<file path="src/rtl/adpcm_ram_arb_pkg.sv">
// Shared PC-88 sound definitions: ADPCM RAM address width and the
// ADPCM RAM arbiter state encoding.
package pc88_snd_pkg;

    localparam int ADPCM_AW = 18;

    typedef enum logic [1:0] {
        ST_IDLE   = 2'd0,
        ST_OPN_WR = 2'd1,
        ST_OPN_RD = 2'd2,
        ST_HOST   = 2'd3
    } arb_state_e;

endpackage

</file>
<file path="src/rtl/adpcm_ram_arb_if.sv">
// Bus bundle around the ADPCM RAM arbiter: OPNA side, host side and RAM side.
interface adpcm_ram_arb_if
    import pc88_snd_pkg::*;
#(
    parameter int AW = ADPCM_AW
) ();

    logic [AW-1:0] adpcm_addr;
    logic          adpcm_roe;
    logic          adpcm_wr;
    logic [7:0]    adpcm_dout;
    logic [7:0]    adpcm_din;

    logic          host_req;
    logic          host_we;
    logic [AW-1:0] host_addr;
    logic [7:0]    host_wdata;
    logic          host_ack;
    logic [7:0]    host_rdata;

    logic          mem_cs;
    logic          mem_we;
    logic [AW-1:0] mem_addr;
    logic [7:0]    mem_wdata;
    logic [7:0]    mem_rdata;
    logic          mem_ready;

    logic          busy;
    logic          ovf;
    logic          ovf_clr;

    // Arbiter side.
    modport slave (
        input  adpcm_addr, adpcm_roe, adpcm_wr, adpcm_dout,
        input  host_req, host_we, host_addr, host_wdata,
        input  mem_rdata, mem_ready, ovf_clr,
        output adpcm_din, host_ack, host_rdata,
        output mem_cs, mem_we, mem_addr, mem_wdata, busy, ovf
    );

    // Environment side (OPNA, host and RAM together).
    modport master (
        output adpcm_addr, adpcm_roe, adpcm_wr, adpcm_dout,
        output host_req, host_we, host_addr, host_wdata,
        output mem_rdata, mem_ready, ovf_clr,
        input  adpcm_din, host_ack, host_rdata,
        input  mem_cs, mem_we, mem_addr, mem_wdata, busy, ovf
    );

endinterface

</file>
<file path="src/rtl/adpcm_ram_arb_req_cap.sv">
// Rising-edge detect on an OPNA strobe plus a one-deep pending request slot.
module adpcm_req_cap
    import pc88_snd_pkg::*;
#(
    parameter int W = ADPCM_AW
) (
    input  logic         clk,
    input  logic         rst_n,
    input  logic         lvl_i,
    input  logic [W-1:0] pld_i,
    input  logic         done_i,
    output logic         req_o,
    output logic [W-1:0] pld_o,
    output logic         ovr_o
);

    logic         lvl_q;
    logic         pend_q, pend_d;
    logic [W-1:0] pld_q, pld_d;
    logic         edge_s;

    assign edge_s = lvl_i & ~lvl_q;

    // A fresh edge wins over completion: the new request stays pending.
    always_comb begin
        pend_d = pend_q;
        pld_d  = pld_q;
        if (edge_s) begin
            pend_d = 1'b1;
            pld_d  = pld_i;
        end else if (done_i) begin
            pend_d = 1'b0;
        end
    end

    always_ff @(posedge clk or negedge rst_n) begin
        if (!rst_n) begin
            lvl_q  <= 1'b0;
            pend_q <= 1'b0;
            pld_q  <= '0;
        end else begin
            lvl_q  <= lvl_i;
            pend_q <= pend_d;
            pld_q  <= pld_d;
        end
    end

    // The edge cycle itself already requests, so a grant can follow immediately.
    assign req_o = pend_q | edge_s;
    assign pld_o = edge_s ? pld_i : pld_q;
    assign ovr_o = edge_s & pend_q & ~done_i;

endmodule

</file>
<file path="src/rtl/adpcm_ram_arb.sv">
// ADPCM RAM arbiter: shares one byte-wide RAM between OPNA ADPCM-B and a host,
// with OPN priority and a starvation guard for the host.
module adpcm_ram_arb
    import pc88_snd_pkg::*;
#(
    parameter int AW     = ADPCM_AW,
    parameter int STARVE = 4
) (
    input  logic            clk,
    input  logic            rst_n,
    adpcm_ram_arb_if.slave  bus
);

    localparam int SW = $clog2(STARVE + 1);

    arb_state_e    state_q, state_d;
    logic [SW-1:0] starve_q, starve_d;
    logic [AW-1:0] addr_q, addr_d;
    logic          we_q, we_d;
    logic [7:0]    wdata_q, wdata_d;
    logic [7:0]    din_q, din_d;
    logic [7:0]    hrdata_q, hrdata_d;
    logic          hack_q, hack_d;
    logic          ovf_q, ovf_d;

    logic          rd_req, wr_req, rd_ovr, wr_ovr;
    logic [AW-1:0] rd_addr;
    logic [AW+7:0] wr_pld;
    logic          done, rd_done, wr_done;
    logic          starve_max, host_win, grant_opn, grant_host;

    assign done    = (state_q != ST_IDLE) && bus.mem_ready;
    assign rd_done = done && (state_q == ST_OPN_RD);
    assign wr_done = done && (state_q == ST_OPN_WR);

    adpcm_req_cap #(.W(AW)) u_rd_cap (
        .clk    (clk),
        .rst_n  (rst_n),
        .lvl_i  (bus.adpcm_roe),
        .pld_i  (bus.adpcm_addr),
        .done_i (rd_done),
        .req_o  (rd_req),
        .pld_o  (rd_addr),
        .ovr_o  (rd_ovr)
    );

    adpcm_req_cap #(.W(AW + 8)) u_wr_cap (
        .clk    (clk),
        .rst_n  (rst_n),
        .lvl_i  (bus.adpcm_wr),
        .pld_i  ({bus.adpcm_addr, bus.adpcm_dout}),
        .done_i (wr_done),
        .req_o  (wr_req),
        .pld_o  (wr_pld),
        .ovr_o  (wr_ovr)
    );

    assign starve_max = (starve_q == SW'(STARVE));
    // Host wins when nothing from OPN is waiting, or when it has waited too long.
    assign host_win   = bus.host_req && (starve_max || (!wr_req && !rd_req));

    always_comb begin
        state_d    = state_q;
        starve_d   = starve_q;
        addr_d     = addr_q;
        we_d       = we_q;
        wdata_d    = wdata_q;
        din_d      = din_q;
        hrdata_d   = hrdata_q;
        hack_d     = 1'b0;
        ovf_d      = ovf_q;
        grant_opn  = 1'b0;
        grant_host = 1'b0;

        case (state_q)
            ST_IDLE: begin
                if (host_win) begin
                    state_d    = ST_HOST;
                    addr_d     = bus.host_addr;
                    we_d       = bus.host_we;
                    wdata_d    = bus.host_wdata;
                    grant_host = 1'b1;
                end else if (wr_req) begin
                    state_d   = ST_OPN_WR;
                    addr_d    = wr_pld[AW+7:8];
                    we_d      = 1'b1;
                    wdata_d   = wr_pld[7:0];
                    grant_opn = 1'b1;
                end else if (rd_req) begin
                    state_d   = ST_OPN_RD;
                    addr_d    = rd_addr;
                    we_d      = 1'b0;
                    grant_opn = 1'b1;
                end
            end
            default: begin
                if (bus.mem_ready) state_d = ST_IDLE;
            end
        endcase

        if (!bus.host_req || grant_host)
            starve_d = '0;
        else if (grant_opn && !starve_max)
            starve_d = starve_q + 1'b1;

        if (rd_done) din_d = bus.mem_rdata;
        if (done && state_q == ST_HOST) begin
            hack_d = 1'b1;
            if (!we_q) hrdata_d = bus.mem_rdata;
        end

        if (rd_ovr || wr_ovr)
            ovf_d = 1'b1;
        else if (bus.ovf_clr)
            ovf_d = 1'b0;
    end

    always_ff @(posedge clk or negedge rst_n) begin
        if (!rst_n) begin
            state_q  <= ST_IDLE;
            starve_q <= '0;
            addr_q   <= '0;
            we_q     <= 1'b0;
            wdata_q  <= '0;
            din_q    <= '0;
            hrdata_q <= '0;
            hack_q   <= 1'b0;
            ovf_q    <= 1'b0;
        end else begin
            state_q  <= state_d;
            starve_q <= starve_d;
            addr_q   <= addr_d;
            we_q     <= we_d;
            wdata_q  <= wdata_d;
            din_q    <= din_d;
            hrdata_q <= hrdata_d;
            hack_q   <= hack_d;
            ovf_q    <= ovf_d;
        end
    end

    assign bus.mem_cs     = (state_q != ST_IDLE);
    assign bus.busy       = (state_q != ST_IDLE);
    assign bus.mem_we     = we_q;
    assign bus.mem_addr   = addr_q;
    assign bus.mem_wdata  = wdata_q;
    assign bus.adpcm_din  = din_q;
    assign bus.host_rdata = hrdata_q;
    assign bus.host_ack   = hack_q;
    assign bus.ovf        = ovf_q;

endmodule

</file>
<file path="src/flat_wrapper.sv">
// flat-port wrapper written by rule: the top's interface ports become plain ports
module adpcm_ram_arb_flat import pc88_snd_pkg::*;
#(
    parameter int AW     = ADPCM_AW,
    parameter int STARVE = 4
)
  (clk, rst_n, bus_adpcm_addr, bus_adpcm_roe, bus_adpcm_wr, bus_adpcm_dout, bus_host_req, bus_host_we, bus_host_addr, bus_host_wdata, bus_mem_rdata, bus_mem_ready, bus_ovf_clr, bus_adpcm_din, bus_host_ack, bus_host_rdata, bus_mem_cs, bus_mem_we, bus_mem_addr, bus_mem_wdata, bus_busy, bus_ovf);
  adpcm_ram_arb_if #(.AW(AW)) bus_i ();
  input  logic clk;
  input  logic rst_n;
  input wire logic [$bits(bus_i.adpcm_addr)-1:0] bus_adpcm_addr;
  input wire logic [$bits(bus_i.adpcm_roe)-1:0] bus_adpcm_roe;
  input wire logic [$bits(bus_i.adpcm_wr)-1:0] bus_adpcm_wr;
  input wire logic [$bits(bus_i.adpcm_dout)-1:0] bus_adpcm_dout;
  input wire logic [$bits(bus_i.host_req)-1:0] bus_host_req;
  input wire logic [$bits(bus_i.host_we)-1:0] bus_host_we;
  input wire logic [$bits(bus_i.host_addr)-1:0] bus_host_addr;
  input wire logic [$bits(bus_i.host_wdata)-1:0] bus_host_wdata;
  input wire logic [$bits(bus_i.mem_rdata)-1:0] bus_mem_rdata;
  input wire logic [$bits(bus_i.mem_ready)-1:0] bus_mem_ready;
  input wire logic [$bits(bus_i.ovf_clr)-1:0] bus_ovf_clr;
  output wire logic [$bits(bus_i.adpcm_din)-1:0] bus_adpcm_din;
  output wire logic [$bits(bus_i.host_ack)-1:0] bus_host_ack;
  output wire logic [$bits(bus_i.host_rdata)-1:0] bus_host_rdata;
  output wire logic [$bits(bus_i.mem_cs)-1:0] bus_mem_cs;
  output wire logic [$bits(bus_i.mem_we)-1:0] bus_mem_we;
  output wire logic [$bits(bus_i.mem_addr)-1:0] bus_mem_addr;
  output wire logic [$bits(bus_i.mem_wdata)-1:0] bus_mem_wdata;
  output wire logic [$bits(bus_i.busy)-1:0] bus_busy;
  output wire logic [$bits(bus_i.ovf)-1:0] bus_ovf;
  assign bus_i.adpcm_addr = bus_adpcm_addr;
  assign bus_i.adpcm_roe = bus_adpcm_roe;
  assign bus_i.adpcm_wr = bus_adpcm_wr;
  assign bus_i.adpcm_dout = bus_adpcm_dout;
  assign bus_i.host_req = bus_host_req;
  assign bus_i.host_we = bus_host_we;
  assign bus_i.host_addr = bus_host_addr;
  assign bus_i.host_wdata = bus_host_wdata;
  assign bus_i.mem_rdata = bus_mem_rdata;
  assign bus_i.mem_ready = bus_mem_ready;
  assign bus_i.ovf_clr = bus_ovf_clr;
  assign bus_adpcm_din = bus_i.adpcm_din;
  assign bus_host_ack = bus_i.host_ack;
  assign bus_host_rdata = bus_i.host_rdata;
  assign bus_mem_cs = bus_i.mem_cs;
  assign bus_mem_we = bus_i.mem_we;
  assign bus_mem_addr = bus_i.mem_addr;
  assign bus_mem_wdata = bus_i.mem_wdata;
  assign bus_busy = bus_i.busy;
  assign bus_ovf = bus_i.ovf;
  adpcm_ram_arb #(.AW(AW), .STARVE(STARVE)) u_core (.clk(clk), .rst_n(rst_n), .bus(bus_i));
endmodule
</file>
<file path="config.mk">
export PLATFORM = sky130hd
export DESIGN_NAME = adpcm_ram_arb_flat
export DESIGN_NICKNAME = d
export VERILOG_FILES = /design/src/rtl/adpcm_ram_arb_pkg.sv /design/src/rtl/adpcm_ram_arb_if.sv /design/src/rtl/adpcm_ram_arb_req_cap.sv /design/src/rtl/adpcm_ram_arb.sv /design/src/flat_wrapper.sv
export SDC_FILE = /design/constraint.sdc
export NUM_CORES = 1
export LEC_CHECK = 0
export ABC_AREA = 1
export CORE_MARGIN = 5
export CORE_UTILIZATION = 49
export CTS_BUF_LIST = sky130_fd_sc_hd__clkbuf_4 sky130_fd_sc_hd__clkbuf_8 sky130_fd_sc_hd__clkbuf_16
export CTS_CLUSTER_DIAMETER = 50
export DETAILED_ROUTE_END_ITERATION = 7
export GPL_TIMING_DRIVEN = 1
export PLACE_DENSITY = 0.81
export SLEW_MARGIN = 0
export SYNTH_ARGS = -nofsm -noshare
export SYNTH_HDL_FRONTEND = slang
export SYNTH_SLANG_ARGS = --single-unit
</file>
<file path="constraint.sdc">
create_clock -name clk -period 1.7 [get_ports clk]
set_clock_uncertainty 0.05 [all_clocks]
set_input_delay 0.51 -clock clk [delete_from_list [all_inputs] [get_ports clk]]
set_output_delay 0.51 -clock clk [all_outputs]
set_load 0.01 [all_outputs]
</file>
==> qor.txt <==
status - completed
routability cong. - 0.845
crit path kind - flop to output port
DRC violations left - 0
remaining antenna violation count - 0
largest family of logic cells by synthesized area - simple AND/OR/NAND/NOR gates
die area - 0.0112 sq mm
RSZ-0062 raised after global routing - yes
Worst-Margin Slew - 0.317 ns
NetSw - 0.00317 W
CTS Buffer Depth - 2
Via density - 5.04
Placeable Area - 0.00911 sq mm
CP max stage cell - dfrtp_1
Syn Nets - 619
Comb pwr share - 43.4%
routed len/inst - 14.7 um
Arr. time, crit path - 1.13 ns
CP Data Required Time - 1.14 ns
Die Ht - 106 um
Mapped Area - 0.00451 sq mm
final max-slew violation count - 0
first-pass GRT wire length - 19700 um
max incr delay on CP - 0.41 ns
number of I/O pins - 115
fin cells - 808
critical path, cell by cell - nor2_2 -> inv_2 -> buf_2
crit path time final - 1.69 ns
post-synthesis mux area share - 0%
antenna violations before repair - 0
final WL - 11900 um
buffers plus inverters on the worst setup path - 2
clock insertion delay at the later pin of the skew report - 0.36 ns
Max Cap Viol - 0
Sequential Power Share - 39.8%
row count - 35
Synth Area in Compound Gates - 8.73%
Synth Area in XOR/XNOR - 0.194%
Fin Setup TNS - 0 ns
CTS Buf Count - 9
commonest cells after routing, fill and taps aside - nand2_1, dfrtp_1, clkdlybuf4s50_1, dlygate4sd2_1, inv_1
initial core utilization - 49.6%
crit-path max FO - 3
critical path's top delay family - flip-flops
Peak VDD IR - 0.000907 V
type of origin of the critical path - flop
Remaining Overflow, GRT - 0
vias in the first global route - 4058
Layout Nets - 762
Netlist cell types - 24
fin crit share - 99.5%
Port Buffers - 114
Worst Hold Class - input pin to flop
commonest non-fill, non-tap cell in the layout - nand2_1
Cells after DPL - 783
CTS root buf - clkbuf_8
post-synth top area cell - dfrtp_1
CP endpoint kind - output port
Seq cells post-synth - 98
Fin. Hold Viols - 0
Avg Inst Size Synth - 8.22 sq um
highest clock rate - 0.591 GHz
Pwr Density - 1360 mW/mm^2
post-synthesis sequential area ratio - 54.3%
clock slew at reported path FFs - 0.09 ns
Slew headroom - 78.7%
gate count of the mapped netlist - 549
simple-gate share of the synthesized area - 28.1%
ANT cells - 0
clock group share of total power - 16.8%
Die Wd - 106 um
P&R area growth vs syn - 37.8%
global-route usage over all layers - 21.7%
drt pass-1 iters - 4
total clock sinks - 98
CTS tree - yes
# setup viols final - 0
switching part of the total - 37.6%
vias - 4070
dpl hpwl - 8590 um
most area-consuming cells after synthesis - dfrtp_1, nand2_1, nand3_1
post-route cell area - 0.00622 sq mm
CTS H-tree depth - 3
yosys warns - 0
share of layout cells above drive strength 1 - 13.2%
Synth Area in Adders - 0.554%
Leakage - 3.37 nW
Internal - 0.00526 W
cell area after placement - 0.00599 sq mm
largest net degree at the start of global routing - 47
area share of the largest cell type after synthesis - 54.3%
1st-iter DRT viols - 179
[cell type report]
type / instances / area (sq um)
well taps: 111 / 139
repair buffers: 161 / 1570
clock buffers: 11 / 145
inverters: 41 / 156
multi-input cells: 381 / 1720
clock inverters: 5 / 37.5
flip-flops and latches: 98 / 2450
fillers: 756 / 2890
[cells in the mapped netlist]
master and count:
nand2_4 4, xor2_1 1, nand2_1 266, nand2_2 1, inv_1 38, o21ai_2 12, ha_1 2, clkbuf_1 4
nor3_2 1, nand3_1 34, dfrtp_1 98, o21ai_0 34, inv_2 3, o31ai_1 1, buf_4 11, buf_2 7
buf_6 7, a21oi_1 1, a21oi_4 2, nand4_1 3, nor3_1 1, o221ai_1 1, o21ai_1 13, nor2_1 4
[power groups by stage]
stage | Combinational [W] | Clock (W) | Sequential [W]
global route | 0.00406 | 0.00157 | 0.00343
detailed placement | 0.00383 | 0 | 0.00339
floorplan | 0.00165 | 0 | 0.00356
CTS | 0.00363 | 0.00144 | 0.00335
finish | 0.00366 | 0.00141 | 0.00336
global placement | 0.00370 | 0 | 0.00338
[final timing paths]
kind                                            from                         to  slack, ns  cells past startpoint
min reg2reg                u_core.u_wr_cap.pld_q[21]  u_core.u_wr_cap.pld_q[21]       0.43                      2
max in group asynchronous                      rst_n    u_core.bus.mem_wdata[5]       0.55                      3
min in group asynchronous                      rst_n  u_core.u_wr_cap.pld_q[12]       0.51                      2
min                                    bus_adpcm_roe      u_core.u_rd_cap.lvl_q       0.33                      1
max                                u_core.state_q[0]                 bus_mem_cs      0.009                      3
max reg2reg                        u_core.state_q[0]    u_core.bus.mem_wdata[5]       0.10                      9
[worst register-to-register path: stages, from the launching register on]
cell	delay, ns
dfrtp_1	0.41
nor2_2	0.15
buf_4	0.13
buf_4	0.09
buf_4	0.09
buf_4	0.14
nand2_8	0.07
a21oi_4	0.25
nand2_1	0.10
nand2_1	0.07
[layer usage]
layer / global-route usage (%) / vias up / wire (um)
met4: 6.48 / 0 / 178
li1: - / 1993 / -
met2: 35.6 / 138 / 5750
met5: 0 / - / 0
met3: 6.01 / 18 / 764
met1: 28.3 / 1921 / 5200
[kinds of logic after synthesis]
| kind of cell | Yosys count |
|---|---|
| compound gates | 64 |
| flops | 98 |
| simple gates | 314 |
| fa+ha+maj | 2 |
| buf+inv | 70 |
| xor+xnor | 1 |
[through the flow]
stage	total power, W	utilization, %	setup WS (ns)	hold slack (ns)
final	0.00843	68.3	0.00908	0.334
after global routing	0.00905	68.3	-0.0221	0.322
after CTS	0.00842	67.8	-0.00193	0.426
after detailed placement	0.00722	65.8	-0.440	0.355
after global placement	0.00708	65.8	-0.365	0.351
after floorplan	0.00521	-	0.146	0.164
[what timing repair did]
action,4_1_cts,5_1_grt
gates cloned,0,1
pin swaps,2,3
buffers inserted,6,3
resized for setup,64,6
hold endpoints to repair,15,0
hold buffers,1,0
endpoints found under the setup margin,62,33
[sequential cells by signal, indices dropped and copies added, names as in the netlist]
register / count
u_core.bus.ovf: 1
u_core.bus.host_ack: 1
u_core.u_rd_cap.pld_q: 18
u_core.u_wr_cap.pld_q: 26
u_core.bus.mem_addr: 18
u_core.u_wr_cap.lvl_q: 1
u_core.state_q: 2
u_core.starve_q: 3
u_core.bus.host_rdata: 8
u_core.u_rd_cap.pend_q: 1
u_core.u_rd_cap.lvl_q: 1
u_core.bus.adpcm_din: 8
u_core.bus.mem_we: 1
u_core.u_wr_cap.pend_q: 1
u_core.bus.mem_wdata: 8
Power figures use the tool's default switching activity.
